File: src/rtl/shift_sequencer_pkg.sv
// Shared constants for the shift sequencer: command op codes, datapath shift modes and FSM states.
package shift_seq_pkg;

    localparam logic [1:0] OP_TX_MSB = 2'b00;
    localparam logic [1:0] OP_TX_LSB = 2'b01;
    localparam logic [1:0] OP_RX_MSB = 2'b10;
    localparam logic [1:0] OP_RX_LSB = 2'b11;

    localparam logic [1:0] MODE_HOLD  = 2'b00;
    localparam logic [1:0] MODE_RIGHT = 2'b01;
    localparam logic [1:0] MODE_LEFT  = 2'b10;
    localparam logic [1:0] MODE_LOAD  = 2'b11;

    localparam logic [1:0] ST_IDLE  = 2'd0;
    localparam logic [1:0] ST_SHIFT = 2'd1;
    localparam logic [1:0] ST_DONE  = 2'd2;

    // Op code bit 1 selects receive, bit 0 selects LSB-first ordering.
    function automatic logic op_is_rx(input logic [1:0] op);
        return op[1];
    endfunction

    function automatic logic op_is_lsb(input logic [1:0] op);
        return op[0];
    endfunction

endpackage

File: src/rtl/shift_sequencer_if.sv
// Bus-side command/receive handshakes plus the serial link pins of the shift sequencer.
interface shift_seq_if #(
    parameter int WIDTH = 4
);
    logic             cmd_valid;
    logic             cmd_ready;
    logic [1:0]       cmd_op;
    logic [WIDTH-1:0] cmd_data;
    logic             ser_in;
    logic             ser_out;
    logic             bit_strobe;
    logic             busy;
    logic             rx_valid;
    logic             rx_ready;
    logic [WIDTH-1:0] rx_data;

    modport master (
        output cmd_valid, cmd_op, cmd_data, ser_in, rx_ready,
        input  cmd_ready, ser_out, bit_strobe, busy, rx_valid, rx_data
    );

    modport slave (
        input  cmd_valid, cmd_op, cmd_data, ser_in, rx_ready,
        output cmd_ready, ser_out, bit_strobe, busy, rx_valid, rx_data
    );
endinterface

File: src/rtl/shift_sequencer_datapath.sv
// WIDTH-bit universal shift register: hold, shift right, shift left or parallel load.
module shift_datapath
    import shift_seq_pkg::*;
#(
    parameter int WIDTH = 4
) (
    input  logic             clk,
    input  logic             reset,
    input  logic [1:0]       mode,
    input  logic [WIDTH-1:0] load_data,
    input  logic             left_in,
    input  logic             right_in,
    output logic [WIDTH-1:0] q
);

    logic [WIDTH-1:0] q_reg;
    logic [WIDTH-1:0] q_next;

    // left_in enters at the MSB on a right shift, right_in enters at bit 0 on a left shift.
    for (genvar gi = 0; gi < WIDTH; gi++) begin : g_bit
        logic from_upper;
        logic from_lower;

        if (gi == WIDTH - 1) begin : g_top
            assign from_upper = left_in;
        end else begin : g_mid_upper
            assign from_upper = q_reg[gi+1];
        end

        if (gi == 0) begin : g_bottom
            assign from_lower = right_in;
        end else begin : g_mid_lower
            assign from_lower = q_reg[gi-1];
        end

        assign q_next[gi] = (mode == MODE_HOLD)  ? q_reg[gi] :
                            (mode == MODE_RIGHT) ? from_upper :
                            (mode == MODE_LEFT)  ? from_lower :
                                                   load_data[gi];
    end

    always_ff @(posedge clk) begin
        if (reset) begin
            q_reg <= '0;
        end else begin
            q_reg <= q_next;
        end
    end

    assign q = q_reg;

endmodule

File: src/rtl/shift_sequencer.sv
// Sequences a universal shift datapath to run serial TX and RX transactions at DIV clocks per bit.
module shift_sequencer
    import shift_seq_pkg::*;
#(
    parameter int WIDTH = 4,
    parameter int DIV   = 4
) (
    input  logic        clk,
    input  logic        reset,
    shift_seq_if.slave  bus
);

    localparam int DIV_W = (DIV > 1) ? $clog2(DIV) : 1;
    localparam int BIT_W = (WIDTH > 1) ? $clog2(WIDTH) : 1;

    logic [1:0]       state_reg, state_next;
    logic [DIV_W-1:0] div_cnt_reg, div_cnt_next;
    logic [BIT_W-1:0] bit_cnt_reg, bit_cnt_next;
    logic [1:0]       op_reg, op_next;

    logic [1:0]       mode;
    logic [WIDTH-1:0] load_data;
    logic [WIDTH-1:0] q;
    logic             shift_in;
    logic             tick;
    logic             last_bit;
    logic             accept;

    // With DIV=1 every SHIFT cycle is a bit boundary and div_cnt never leaves 0.
    assign tick     = (DIV == 1) ? 1'b1 : (div_cnt_reg == DIV_W'(DIV - 1));
    assign last_bit = (bit_cnt_reg == BIT_W'(WIDTH - 1));
    assign accept   = bus.cmd_valid && bus.cmd_ready;
    assign shift_in = op_is_rx(op_reg) ? bus.ser_in : 1'b0;

    always_comb begin
        state_next   = state_reg;
        div_cnt_next = div_cnt_reg;
        bit_cnt_next = bit_cnt_reg;
        op_next      = op_reg;
        mode         = MODE_HOLD;
        load_data    = '0;

        case (state_reg)
            ST_IDLE: begin
                if (accept) begin
                    op_next      = bus.cmd_op;
                    div_cnt_next = '0;
                    bit_cnt_next = '0;
                    mode         = MODE_LOAD;
                    load_data    = op_is_rx(bus.cmd_op) ? '0 : bus.cmd_data;
                    state_next   = ST_SHIFT;
                end
            end
            ST_SHIFT: begin
                if (tick) begin
                    div_cnt_next = '0;
                    bit_cnt_next = bit_cnt_reg + 1'b1;
                    mode         = op_is_lsb(op_reg) ? MODE_RIGHT : MODE_LEFT;
                    if (last_bit) begin
                        state_next = op_is_rx(op_reg) ? ST_DONE : ST_IDLE;
                    end
                end else begin
                    div_cnt_next = div_cnt_reg + 1'b1;
                end
            end
            ST_DONE: begin
                if (bus.rx_ready) begin
                    state_next = ST_IDLE;
                end
            end
            default: begin
                state_next = ST_IDLE;
            end
        endcase
    end

    always_ff @(posedge clk) begin
        if (reset) begin
            state_reg   <= ST_IDLE;
            div_cnt_reg <= '0;
            bit_cnt_reg <= '0;
            op_reg      <= '0;
        end else begin
            state_reg   <= state_next;
            div_cnt_reg <= div_cnt_next;
            bit_cnt_reg <= bit_cnt_next;
            op_reg      <= op_next;
        end
    end

    shift_datapath #(
        .WIDTH (WIDTH)
    ) u_datapath (
        .clk       (clk),
        .reset     (reset),
        .mode      (mode),
        .load_data (load_data),
        .left_in   (shift_in),
        .right_in  (shift_in),
        .q         (q)
    );

    assign bus.cmd_ready  = (state_reg == ST_IDLE) && !reset;
    assign bus.busy       = (state_reg != ST_IDLE);
    assign bus.bit_strobe = (state_reg == ST_SHIFT) && tick;
    assign bus.rx_valid   = (state_reg == ST_DONE);
    assign bus.rx_data    = q;
    assign bus.ser_out    = (state_reg == ST_SHIFT && !op_is_rx(op_reg)) ?
                            (op_is_lsb(op_reg) ? q[0] : q[WIDTH-1]) : 1'b0;

endmodule

File: src/flat_wrapper.sv
// flat-port wrapper written by rule: the top's interface ports become plain ports
module shift_sequencer_flat import shift_seq_pkg::*;
#(
    parameter int WIDTH = 4,
    parameter int DIV   = 4
)
  (clk, reset, bus_cmd_valid, bus_cmd_op, bus_cmd_data, bus_ser_in, bus_rx_ready, bus_cmd_ready, bus_ser_out, bus_bit_strobe, bus_busy, bus_rx_valid, bus_rx_data);
  shift_seq_if #(.WIDTH(WIDTH)) bus_i ();
  input  logic clk;
  input  logic reset;
  input wire logic [$bits(bus_i.cmd_valid)-1:0] bus_cmd_valid;
  input wire logic [$bits(bus_i.cmd_op)-1:0] bus_cmd_op;
  input wire logic [$bits(bus_i.cmd_data)-1:0] bus_cmd_data;
  input wire logic [$bits(bus_i.ser_in)-1:0] bus_ser_in;
  input wire logic [$bits(bus_i.rx_ready)-1:0] bus_rx_ready;
  output wire logic [$bits(bus_i.cmd_ready)-1:0] bus_cmd_ready;
  output wire logic [$bits(bus_i.ser_out)-1:0] bus_ser_out;
  output wire logic [$bits(bus_i.bit_strobe)-1:0] bus_bit_strobe;
  output wire logic [$bits(bus_i.busy)-1:0] bus_busy;
  output wire logic [$bits(bus_i.rx_valid)-1:0] bus_rx_valid;
  output wire logic [$bits(bus_i.rx_data)-1:0] bus_rx_data;
  assign bus_i.cmd_valid = bus_cmd_valid;
  assign bus_i.cmd_op = bus_cmd_op;
  assign bus_i.cmd_data = bus_cmd_data;
  assign bus_i.ser_in = bus_ser_in;
  assign bus_i.rx_ready = bus_rx_ready;
  assign bus_cmd_ready = bus_i.cmd_ready;
  assign bus_ser_out = bus_i.ser_out;
  assign bus_bit_strobe = bus_i.bit_strobe;
  assign bus_busy = bus_i.busy;
  assign bus_rx_valid = bus_i.rx_valid;
  assign bus_rx_data = bus_i.rx_data;
  shift_sequencer #(.WIDTH(WIDTH), .DIV(DIV)) u_core (.clk(clk), .reset(reset), .bus(bus_i));
endmodule
File: config.mk
export PLATFORM = sky130hd
export DESIGN_NAME = shift_sequencer_flat
export DESIGN_NICKNAME = d
export VERILOG_FILES = /design/src/rtl/shift_sequencer_pkg.sv /design/src/rtl/shift_sequencer_if.sv /design/src/rtl/shift_sequencer_datapath.sv /design/src/rtl/shift_sequencer.sv /design/src/flat_wrapper.sv
export SDC_FILE = /design/constraint.sdc
export NUM_CORES = 1
export LEC_CHECK = 0
export BUFFER_PORTS_ARGS = -buffer_cell sky130_fd_sc_hd__buf_4
export CORE_MARGIN = 2
export CORE_UTILIZATION = 40
export CTS_CLUSTER_SIZE = 28
export DETAILED_ROUTE_END_ITERATION = 10
export HOLD_SLACK_MARGIN = 0.08
export PLACE_DENSITY_LB_ADDON = 0.25
export SYNTH_ARGS = -nofsm -noshare
export SYNTH_HDL_FRONTEND = slang
export SYNTH_SLANG_ARGS = --single-unit
export TNS_END_PERCENT = 1
File: constraint.sdc
create_clock -name clk -period 1.7 [get_ports clk]
set_clock_uncertainty 0.15 [all_clocks]
set_input_delay 0.34 -clock clk [delete_from_list [all_inputs] [get_ports clk]]
set_output_delay 0.34 -clock clk [all_outputs]
set_load 0.005 [all_outputs]
**Word-level counts from Yosys, hierarchy flattened**

Index checks and enable logic that the tools add are counted.

- Register bits: 12
- Latch bits: 0
- RAM bits: 0
- Memory bits (read-only): 0
- Logic and storage cells: 60
- Memories kept: 0

- $add $sub $neg: 2
- Multiply operators: 0
- Div/mod/pow operators: 0
- $lt $le $gt $ge: 0
- Equality and inequality tests: 10
- Shift-type cells: 0
- Mux-type cells: 29
- Bitwise operators: 0
- Reductions and logical operators: 14

Operators by type and width:

| kind | count |
|---|---|
| $mux W2 | 11 |
| $mux W4 | 3 |
| $pmux W2 S2 | 3 |
| $mux W1 | 11 |
| $eq A2 B2 Y1 const B | 4 |
| $ne A2 B1 Y1 const B | 3 |
| $pmux W2 S3 | 1 |
| $add A2 B1 Y2 const B | 2 |
| $eq A2 B1 Y1 const B | 2 |
| $logic_and A1 B1 Y1 | 4 |
| $logic_not A2 Y1 | 2 |
| $reduce_and A2 Y1 | 2 |
| $reduce_and A4 Y1 | 1 |
| $reduce_bool A2 Y1 | 2 |
| $reduce_and A3 Y1 | 1 |
| $logic_not A1 Y1 | 2 |
| $ne A2 B2 Y1 const B | 1 |

**Depth between registers and ports, before layout**

Gate-level depths: netlist of the first run.

- Depth in word-level cells: 8
- Mapped depth: 4
- Depth with buffers taken out: 4

**Cells and area by module**

A second synthesis of the first run with hierarchy kept.

- Cell total of the unflattened synthesis: 64
- Area, all modules: 650.6 µm²

By module, submodules not included:

| module | times used | cells each | area an instance (µm²) | seq. area each (µm²) |
|---|---|---|---|---|
| shift_sequencer | 1 | 52 | 451.7 | 160.2 |
| shift_datapath | 1 | 12 | 198.9 | 80.1 |

**Worst setup path before layout of the first run**

No wires, ideal clock.

- Path kind: flip-flop to flip-flop
- Start point: register u_core.state_reg[1]
- End point: register u_core.u_datapath.q_reg[3], in the netlist u_core.u_datapath.q[3]
- Arrival time: 1.419 ns
- Data required time: 1.428 ns
- Path slack: 0.010 ns
- Cell stages (with the launch flop): 5
- Buffers on the path: 1
- Cell sequence: dfxtp_1 or4b_4 buf_6 and2_4 o311a_1

- Longest elaborated chain between the ends: 8
- Elaborated cells between the ends (all ways): 13
- Those cells by class: eq/ne: 3; mux: 6; reduce/logical: 4

Ends and longest elaborated chain:

| what | RTL line | text |
|---|---|---|
| start: declaration | shift_sequencer.sv:16 | `logic [1:0] state_reg, state_next;` |
| start signal: assignment | shift_sequencer.sv:84 | `state_reg <= state_next;` |
| $logic_not A2 Y1 | shift_sequencer.sv:43, shift_sequencer.sv:103 |  |
| $logic_and A1 B1 Y1 | shift_sequencer.sv:103 | `assign bus.cmd_ready = (state_reg == ST_IDLE) && !reset;` |
| $logic_and A1 B1 Y1 | shift_sequencer.sv:32 | `assign accept = bus.cmd_valid && bus.cmd_ready;` |
| $mux W2 | shift_sequencer.sv:45 | `if (accept) begin` |
| $pmux W2 S2 | shift_sequencer.sv:43 | `case (state_reg)` |
| $eq A2 B2 Y1 | shift_sequencer_datapath.sv:38 | `(mode == MODE_LEFT) ? from_lower :` |
| $mux W1 | shift_sequencer_datapath.sv:38 |  |
| $mux W1 | shift_sequencer_datapath.sv:37 | `(mode == MODE_RIGHT) ? from_upper :` |
| end signal: assignment | shift_sequencer_datapath.sv:46 | `q_reg <= q_next;` |
| end: declaration | shift_sequencer_datapath.sv:16 | `logic [WIDTH-1:0] q_reg;` |

Several ways; a longest one is shown, not always the timed one.
A chain may end at the register's enable or synchronous reset.

**Final worst setup path of the first run**

- Start point: register u_core.state_reg[1]
- End point: output port bus_bit_strobe

- Longest elaborated chain between the ends: 2

Ends and longest elaborated chain:

| what | RTL line | text |
|---|---|---|
| $eq A2 B1 Y1 | shift_sequencer.sv:105 | `assign bus.bit_strobe = (state_reg == ST_SHIFT) && tick;` |
| $logic_and A1 B1 Y1 | shift_sequencer.sv:105 |  |
| end: declaration | flat_wrapper.sv:18 | `output wire logic [$bits(bus_i.bit_strobe)-1:0] bus_bit_strobe;` |

Every way passes these cells.

==> results of run 1 <==
[per-stage QoR]
| stage | worst slack [ns] | hold slack [ns] | util, % |
|---|---|---|---|
| final | 0.0454 | 0.149 | 62.9 |
| after global routing | -0.0464 | 0.171 | 62.9 |
| after CTS | 0.00496 | 0.146 | 59.5 |
| after detailed placement | -0.0216 | 0.329 | 56.3 |
| after global placement | -0.0222 | 0.306 | 56.3 |
| after floorplan | 0.00968 | 0.269 | - |
[layer usage]
metal	global-route usage [%]	vias up	part of all wire [%]
met5	0	-	0
met3	3.60	2	5.8
li1	-	332	-
met2	26.0	19	48
met1	21.7	306	45
met4	7.06	0	0.97
[layout make-up]
class / count / area, um^2 / area share, %
Inverter: 5 / 18.8 / 1.94
Clock buffer: 4 / 36.3 / 3.74
Tap cell: 16 / 20.0 / 2.06
Multi-Input combinational cell: 54 / 420 / 43.4
Timing Repair Buffer: 29 / 229 / 23.6
Sequential cell: 12 / 245 / 25.3
[power breakdown]
group          internal, mW  switching (mW)  leakage, nW
registers             0.293          0.0149       0.0994
clock network         0.130          0.0966       0.0210
logic                0.0656          0.0427        0.297
total                 0.489           0.154        0.418
[cells in the mapped netlist, types with 2 or more instances]
cell type | instances | share of area [%]
a21oi_1 | 6 | 4.5
nor3_1 | 2 | 1.5
nand2_1 | 2 | 1.1
dfxtp_1 | 12 | 36
o21bai_1 | 2 | 2.2
mux2i_1 | 6 | 9.0
ha_1 | 2 | 3.7
nor2_1 | 5 | 2.8
nor3b_1 | 3 | 3.4
o32a_1 | 2 | 3.0
inv_1 | 5 | 2.8
nand2b_1 | 3 | 2.8
nand3b_1 | 4 | 4.5
clkbuf_1 | 4 | 2.2
nand3_1 | 4 | 3.0
[logic make-up (layout without fill, tap and decap cells)]
group | count (synthesis) | count (layout) | synth area share [%]
compound gates | 15 | 15 | 15.9
fa+ha+maj | 2 | 2 | 3.73
buf+inv | 10 | 38 | 6.72
flops | 12 | 12 | 35.8
mux | 6 | 6 | 8.96
simple gates | 31 | 31 | 28.9
[critical path, stage by stage (launching register included)]
cell and delay (ns):
dfxtp_2 0.33, buf_6 0.12, nand3b_1 0.24, inv_1 0.10, buf_4 0.10
[timing repair]
| item | CTS | global route |
|---|---|---|
| buffers inserted | 0 | 2 |
| pin swaps | 0 | 1 |
| endpoints found under the setup margin | 1 | 4 |
| endpoints found under the hold margin | 0 | 0 |
| gates resized for setup | 3 | 11 |
[worst max-delay path by stage]
stage	slack, ns	endpoint
floorplan	0.01	u_core.u_datapath.q[3]
global placement	-0.02	u_core.u_datapath.q[2]
detailed placement	-0.02	u_core.u_datapath.q[1]
CTS	0.005	bus_cmd_ready
global route	-0.05	bus_bit_strobe
finish	0.05	bus_bit_strobe
==> results.yml, run 1 <==
logic_synthesis:
  syn_area_um2: 671
  ys_dominant_reg_cell: "dfxtp_1"
  synth.distinct_cells: 29
  ys_seq_area_share_pct: 35.8
  yosysWarnings: 0
  syn_inst: 76
  postSynthAreaPerCell_um2: 8.82
  synth_edf_count: 0
  synth_seq_cells: 12
  async_reset_ff_share_pct: 0
  syn-num-nets: 89
floorplan:
  core-area_um2: 1540
  die_y_um: 44.9
  start_util_pct: 43.5
  io_pins: 20
  die-area_um2: 2020
  rows: 14
  die_x_um: 44.9
sta:
  min_period_over_period_pct: 97.3
  setup_viol: 0
  min_period_ns: 1.65
  rsz0062_at_grt: "yes"
  fmax_mhz: 604
  relSlewSlack_pct: 72.4
  fin_setup_tns_ns: 0
  slew_violations: 0
  tightestPinTransition_ns: 0.413
  hold_viol_final: 0
clock_tree:
  cts_buffers: 3
  cts_root_buf: "clkbuf_4"
  cts_max_level: 1
  clkLatencyLatePin_ns: 0.27
  clockBufferDepth: 2
  cts_tree: "done"
  clkSlewWorstSetupHoldPaths_ns: 0.08
  postCtsHoldBufs: 0
  cts.sinks: 12
hold_path:
  hold_depth: 3
  hold-path-endpoint: "u_core.op_reg[0]"
  worstHoldStart: "bus_cmd_op[0]"
  hold_class: "input port to flop"
place:
  place.gp.congestion: 0.743
  port_buffers: 19
  place_hpwl_um: 1130
  placed_cell_area_um2: 867
  dpl.cell_count: 114
critical_path:
  crit_start: "u_core.state_reg[1]"
  ff2ff_path_depth: 3
  critPathArrivalTime_ns: 1.16
  reg2reg_from: "u_core.state_reg[1]"
  end_kind: "primary output"
  r2r-end: "u_core.u_datapath.q[3]"
  worstSetupPathType: "flop to primary output"
  reg2reg_slack_ns: 0.06
  required_ns: 1.21
  cp-start-kind: "flop"
  crit_path_max_fanout: 7
power:
  powerDensity_nw_per_um2: 663
  irDropWorstVdd_mv: 0.328
  leakage_nw: 0.418
  total_power_uw: 643
route:
  drt_pre_antenna_iters: 4
  drc: 0
  ant_nets: 0
  totalWireLength_um: 1540
  via_per_inst: 5.49
  drt_iter0_drc: 14
  avgRoutedWirePerCell_um: 12.9
  via_count: 659
finish:
  nNetsFinal: 118
  syn_to_final_growth_pct: 44.6
  layout_commonest_cell: "buf_4"
  fin_cells: 120
  layout_common_cells: "buf_4 (26), dfxtp_1 (8), mux2i_1 (6), a21oi_1 (6), inv_1 (5)"
  drive_gt1_share_pct: 43.3
  largest_reg_flops: 4
  final_area_um2: 970
  fillers: 137
  antennaDiodeCount: 0
outcome:
  status: "finished clean"
grt:
  grt_max_degree: 14
  antenna_found_initial: 0
  grt_pass1_vias: 574
  grt_overflow_total: 0
  grt_pass1_wl_um: 2450
  grt_usage_pct: 16.5
run:
  drv_cap: 0
Note: power is estimated with default switching activity, not from simulation.
==> run 2: changes to the inputs <==
SYNTH_HIERARCHICAL = 1   (was default)
==> run 2 against run 1 <==
Compared with the run above:
- global-route usage is 0.25 points higher
- core utilization decreased by 0.34 points
- the run now ends with setup timing left
- clock power is 2% lower
- sequential share of layout area rose by 0.17 points
- first-iteration DRC count decreased by 29%
- largest cell class unchanged
- clock-buffer cell count stayed put
- die area shrank 2.7%
- wire length shrank 2.7%
- fmax shrank 13%
- area after synthesis decreased by 3.0%
- synthesized cell count decreased by 16%
- largest power group unchanged
==> results.yml, run 2 <==
finish:
  nNetsFinal: 111
  largest_reg_flops: 4
  layout_common_cells: "buf_4 (30), dfxtp_1 (10), nor2_1 (6)"
  layout_commonest_cell: "buf_4"
  final_area_um2: 953
  fillers: 149
  syn_to_final_growth_pct: 46.5
  antennaDiodeCount: 0
  drive_gt1_share_pct: 50.5
logic_synthesis:
  syn_area_um2: 651
  synth_seq_cells: 12
  synth.distinct_cells: 25
  ys_seq_area_share_pct: 36.9
  postSynthAreaPerCell_um2: 10.2
  synth_edf_count: 0
  syn_inst: 64
  synth_commonest_cells: "dfxtp_1 (12), nor2_1 (6), nor2b_1 (6)"
  synth_top_cell_area_share_pct: 36.9
  yosysWarnings: 6
  async_reset_ff_share_pct: 0
  ys_dominant_reg_cell: "dfxtp_1"
  synth_most_common_cell: "dfxtp_1"
  synth_area_leaders: "dfxtp_1 (37%), mux4_2 (10%), nor2b_1 (5.8%)"
  yosys.area.top_type: "dfxtp_1"
  syn-num-nets: 77
floorplan:
  die_y_um: 44.3
  io_pins: 20
  rows: 14
  die_x_um: 44.3
  core-area_um2: 1520
  start_util_pct: 42.7
  die-area_um2: 1970
route:
  drc: 0
  via_count: 582
  avgRoutedWirePerCell_um: 13.3
  drt_pre_antenna_iters: 4
  totalWireLength_um: 1500
  drt_iter0_drc: 10
  ant_nets: 0
  via_per_inst: 5.15
clock_tree:
  cts_root_buf: "clkbuf_4"
  cts_buffers: 3
  cts_tree: "done"
  postCtsHoldBufs: 0
  clkSlewWorstSetupHoldPaths_ns: 0.08
  cts.sinks: 12
  clkLatencyLatePin_ns: 0.27
  clockBufferDepth: 2
  cts_max_level: 1
place:
  placed_cell_area_um2: 895
  place.gp.congestion: 0.775
  port_buffers: 19
  place_hpwl_um: 1150
  place_ws_ns: -0.366
sta:
  relSlewSlack_pct: 73.4
  slew_violations: 0
  worst_slack_ns: -0.206
  tightestPinTransition_ns: 0.398
  min_period_ns: 1.91
  min_period_over_period_pct: 112
  hold_viol_final: 0
  rsz0062_at_grt: "yes"
  setup_viol: 7
  holdWs_ns: 0.161
  fmax_mhz: 525
power:
  powerDensity_nw_per_um2: 650
  comb_power_share_pct: 15.5
  leakage_nw: 0.421
  irDropWorstVdd_mv: 0.492
  swShare_pct: 22.7
  seqPwrFrac_pct: 48.4
  power_frac_clock_pct: 36.1
  internal-power_uw: 479
  switchingPower_uw: 141
critical_path:
  slowest_delay_ns: 0.56
  cp-start-kind: "flop"
  required_ns: 1.72
  crit_slowest_cell: "or4b_4"
  worstSetupPathType: "flop to flop"
  worstPathCellList: "or4b_4, o21ai_4, mux4_2, nor2b_1"
  critPathArrivalTime_ns: 1.92
  end_kind: "flop"
  crit_path_max_fanout: 4
grt:
  grt_max_degree: 14
  grt_usage_pct: 16.8
  antenna_found_initial: 0
  grt_pass1_vias: 549
  grt_pass1_wl_um: 2350
  grt_overflow_total: 0
run:
  drv_cap: 0
outcome:
  violations: "setup timing"
  status: "finished, violations left"
hold_path:
  hold_class: "input port to flop"
run 2: stage by stage:
step	util [%]	cells	total power, mW	TNS, ns
6_report	62.6	113	0.620	-0.922
5_1_grt	62.6	113	0.657	-1.31
4_1_cts	61.9	113	0.629	-0.985
3_5_place_dp	58.7	109	0.399	-1.40
3_3_place_gp	58.7	109	0.397	-1.26
2_1_floorplan	-	64	0.351	-1.27
run 2: cell families (layout without fill, tap and decap cells):
family,after synthesis,in the layout,share of synthesized area (%)
AND/OR/NAND/NOR,33,33,30.8
flip-flops,12,12,36.9
AO/OA/AOI/OAI,9,9,8.65
multiplexers,6,6,17.5
adder cells (fa/ha/maj),2,2,3.85
buffers and inverters,2,35,2.31
run 2: what timing repair did:
| item | in CTS | in global routing |
|---|---|---|
| resized for setup | 6 | 1 |
| pin swaps | 3 | 0 |
| setup endpoints to repair | 7 | 8 |
| buffers inserted | 0 | 0 |
run 2: final cells by class:
type | count | area (um^2) | area share, %
clock buffer | 4 | 36.3 | 3.81
inverter | 1 | 3.75 | 0.394
multi-input combinational | 50 | 425 | 44.6
sequential | 12 | 243 | 25.5
tap | 16 | 20.0 | 2.10
timing repair buffer | 30 | 225 | 23.6
run 2: worst max-delay path, delay by kind of cell (launching register included):
family / cells / cell delay [ns]
AND/OR/NAND/NOR: 2 / 0.70
multiplexers: 1 / 0.52
flip-flops: 1 / 0.32
AO/OA/AOI/OAI: 1 / 0.12
run 2: power groups by stage:
stage	sequential, mW	combinational (mW)	clock, mW
3_3_place_gp	0.304	0.0926	0
6_report	0.300	0.0960	0.223
2_1_floorplan	0.304	0.0469	0
4_1_cts	0.299	0.0960	0.234
3_5_place_dp	0.305	0.0949	0
5_1_grt	0.301	0.105	0.251
run 2: final timing paths:
check / end / slack (ns) / startpoint / cells after the start
worst max-delay path: u_core/u_datapath/q[3] / -0.21 / u_core/state_reg[0] / 4
worst min-delay path: u_core/op_reg[0] / 0.16 / bus_cmd_op[0] / 3
worst max register to register: u_core/u_datapath/q[3] / -0.21 / u_core/state_reg[0] / 4
worst min register to register: u_core/bit_cnt_reg[0] / 0.34 / u_core/bit_cnt_reg[0] / 2
run 2: per-layer routing:
metal,wire (um),up-vias,share of wire (%),global-route usage (%)
li1,-,295,-,-
met3,86,0,5.7,7.35
met4,0,0,0,1.82
met1,633,275,42,19.3
met5,0,-,0,0
met2,782,12,52,29.7
==> run 3: changes to the inputs <==
RECOVER_POWER = 50   (was default)
==> run 3 against run 2 <==
Compared with the run above:
- worst hold slack lost 0.0033 ns
- design area decreased by 0.79%
- the flow still finishes with violations (setup timing)
- wire length decreased by 0.47%
- global-route usage is the same
- clock power about the same
- via count increased by 1.4%
==> results.yml, run 3 (synthesized netlist as in run 2, its figures left out) <==
route:
  drt_iter0_drc: 13
  via_count: 590
  drt_pre_antenna_iters: 4
  drc: 0
  totalWireLength_um: 1500
  via_per_inst: 5.22
  avgRoutedWirePerCell_um: 13.2
  ant_nets: 0
clock_tree:
  cts_root_buf: "clkbuf_4"
  clkLatencyLatePin_ns: 0.27
  cts_tree: "done"
  cts_max_level: 1
  clockBufferDepth: 2
  cts.sinks: 12
  cts_buffers: 3
  clkSlewWorstSetupHoldPaths_ns: 0.08
sta:
  rsz0062_at_grt: "yes"
  fin_setup_tns_ns: -0.959
  tightestPinTransition_ns: 0.399
  holdWs_ns: 0.158
  slew_violations: 0
  min_period_over_period_pct: 112
  worst_slack_ns: -0.206
  setup_viol: 7
  min_period_ns: 1.91
  fmax_mhz: 525
  relSlewSlack_pct: 73.4
  hold_viol_final: 0
outcome:
  status: "finished, violations left"
  violations: "setup timing"
place:
  place_ws_ns: -0.366
  place.gp.congestion: 0.775
  place_hpwl_um: 1150
  port_buffers: 19
finish:
  regArea_um2: 243
  multi_input_area_um2: 425
  nNetsFinal: 111
  fillers: 153
  layout_common_cells: "buf_4 (26), dfxtp_1 (10), nor2_1 (6)"
  layout_commonest_cell: "buf_4"
  antennaDiodeCount: 0
  largest_reg_flops: 4
  drive_gt1_share_pct: 48.5
  syn_to_final_growth_pct: 45.4
hold_path:
  hold-path-endpoint: "u_core/op_reg[0]"
  hold_class: "input port to flop"
  hold_depth: 3
  worstHoldStart: "bus_cmd_op[0]"
critical_path:
  crit_path_max_fanout: 4
  worstPathCellList: "or4b_4, o21ai_4, mux4_2, nor2b_1"
  ff2ff_path_depth: 4
  r2r-end: "u_core/u_datapath/q[3]"
  end_kind: "flop"
  required_ns: 1.72
  slowest_delay_ns: 0.56
  reg2reg_from: "u_core/state_reg[0]"
  cp-start-kind: "flop"
  reg2reg_slack_ns: -0.21
  worstSetupPathType: "flop to flop"
  crit_slowest_cell: "or4b_4"
  crit_family: "simple AND/OR/NAND/NOR gates"
  critPathBufInv: 0
  critPathArrivalTime_ns: 1.92
power:
  irDropWorstVdd_mv: 0.487
  leakage_nw: 0.412
  total_power_uw: 617
  powerDensity_nw_per_um2: 652
floorplan:
  rows: 14
  start_util_pct: 42.7
  io_pins: 20
  core-area_um2: 1520
  die_y_um: 44.3
  die-area_um2: 1970
  die_x_um: 44.3
grt:
  grt_usage_pct: 16.8
  grt_pass1_vias: 549
  grt_max_degree: 14
  grt_pass1_wl_um: 2350
  grt_overflow_total: 0
  antenna_found_initial: 0
run:
  drv_cap: 0
## run 3: per-stage QoR
stage | util (%) | instance area, um^2 | std cells
final | 62.1 | 946 | 113
after floorplan | - | 664 | 64
after global placement | 58.7 | 895 | 109
after global routing | 62.1 | 946 | 113
after CTS | 61.9 | 943 | 113
after detailed placement | 58.7 | 895 | 109
## run 3: layout make-up
cell class,count,area share (%)
Multi-Input combinational cell,50,45.0
Sequential cell,12,25.7
Inverter,1,0.397
Clock buffer,4,3.84
Timing Repair Buffer,30,23.0
Tap cell,16,2.12
## run 3: worst min-delay path, cell delays in order
cell,delay [ns]
buf_4,0.07
mux2i_1,0.05
nor2_1,0.07
## run 3: metal layers
metal	GRT usage (%)	part of all wire, %	up-vias
li1	-	-	295
met1	19.3	42	280
met2	29.7	52	15
met3	7.35	5.7	0
met4	1.82	0	0
met5	0	0	-
## run 3: power by group
group | internal (mW) | leakage [nW] | switching [mW]
clock | 0.130 | 0.0210 | 0.0922
sequential | 0.290 | 0.0985 | 0.0101
combinational | 0.0574 | 0.292 | 0.0373
total | 0.478 | 0.412 | 0.140
## run 3: how the worst max path moves through the flow
stage,cells past startpoint,endpoint,startpoint,slack (ns)
after CTS,4,u_core/u_datapath/q[3],u_core/state_reg[0],-0.21
final,4,u_core/u_datapath/q[3],u_core/state_reg[0],-0.21
after global placement,5,u_core/u_datapath/q[3],reset,-0.33
after global routing,4,u_core/u_datapath/q[3],u_core/state_reg[0],-0.25
after detailed placement,5,u_core/u_datapath/q[3],reset,-0.37
after floorplan,5,u_core/u_datapath/q[0],reset,-0.32
## run 3: what timing repair did
item,in CTS,in global routing
hold buffers,0,0
resized for setup,6,1
pin swaps,3,0
setup buffers,0,0
setup endpoints to repair,7,8
endpoints found under the hold margin,0,0
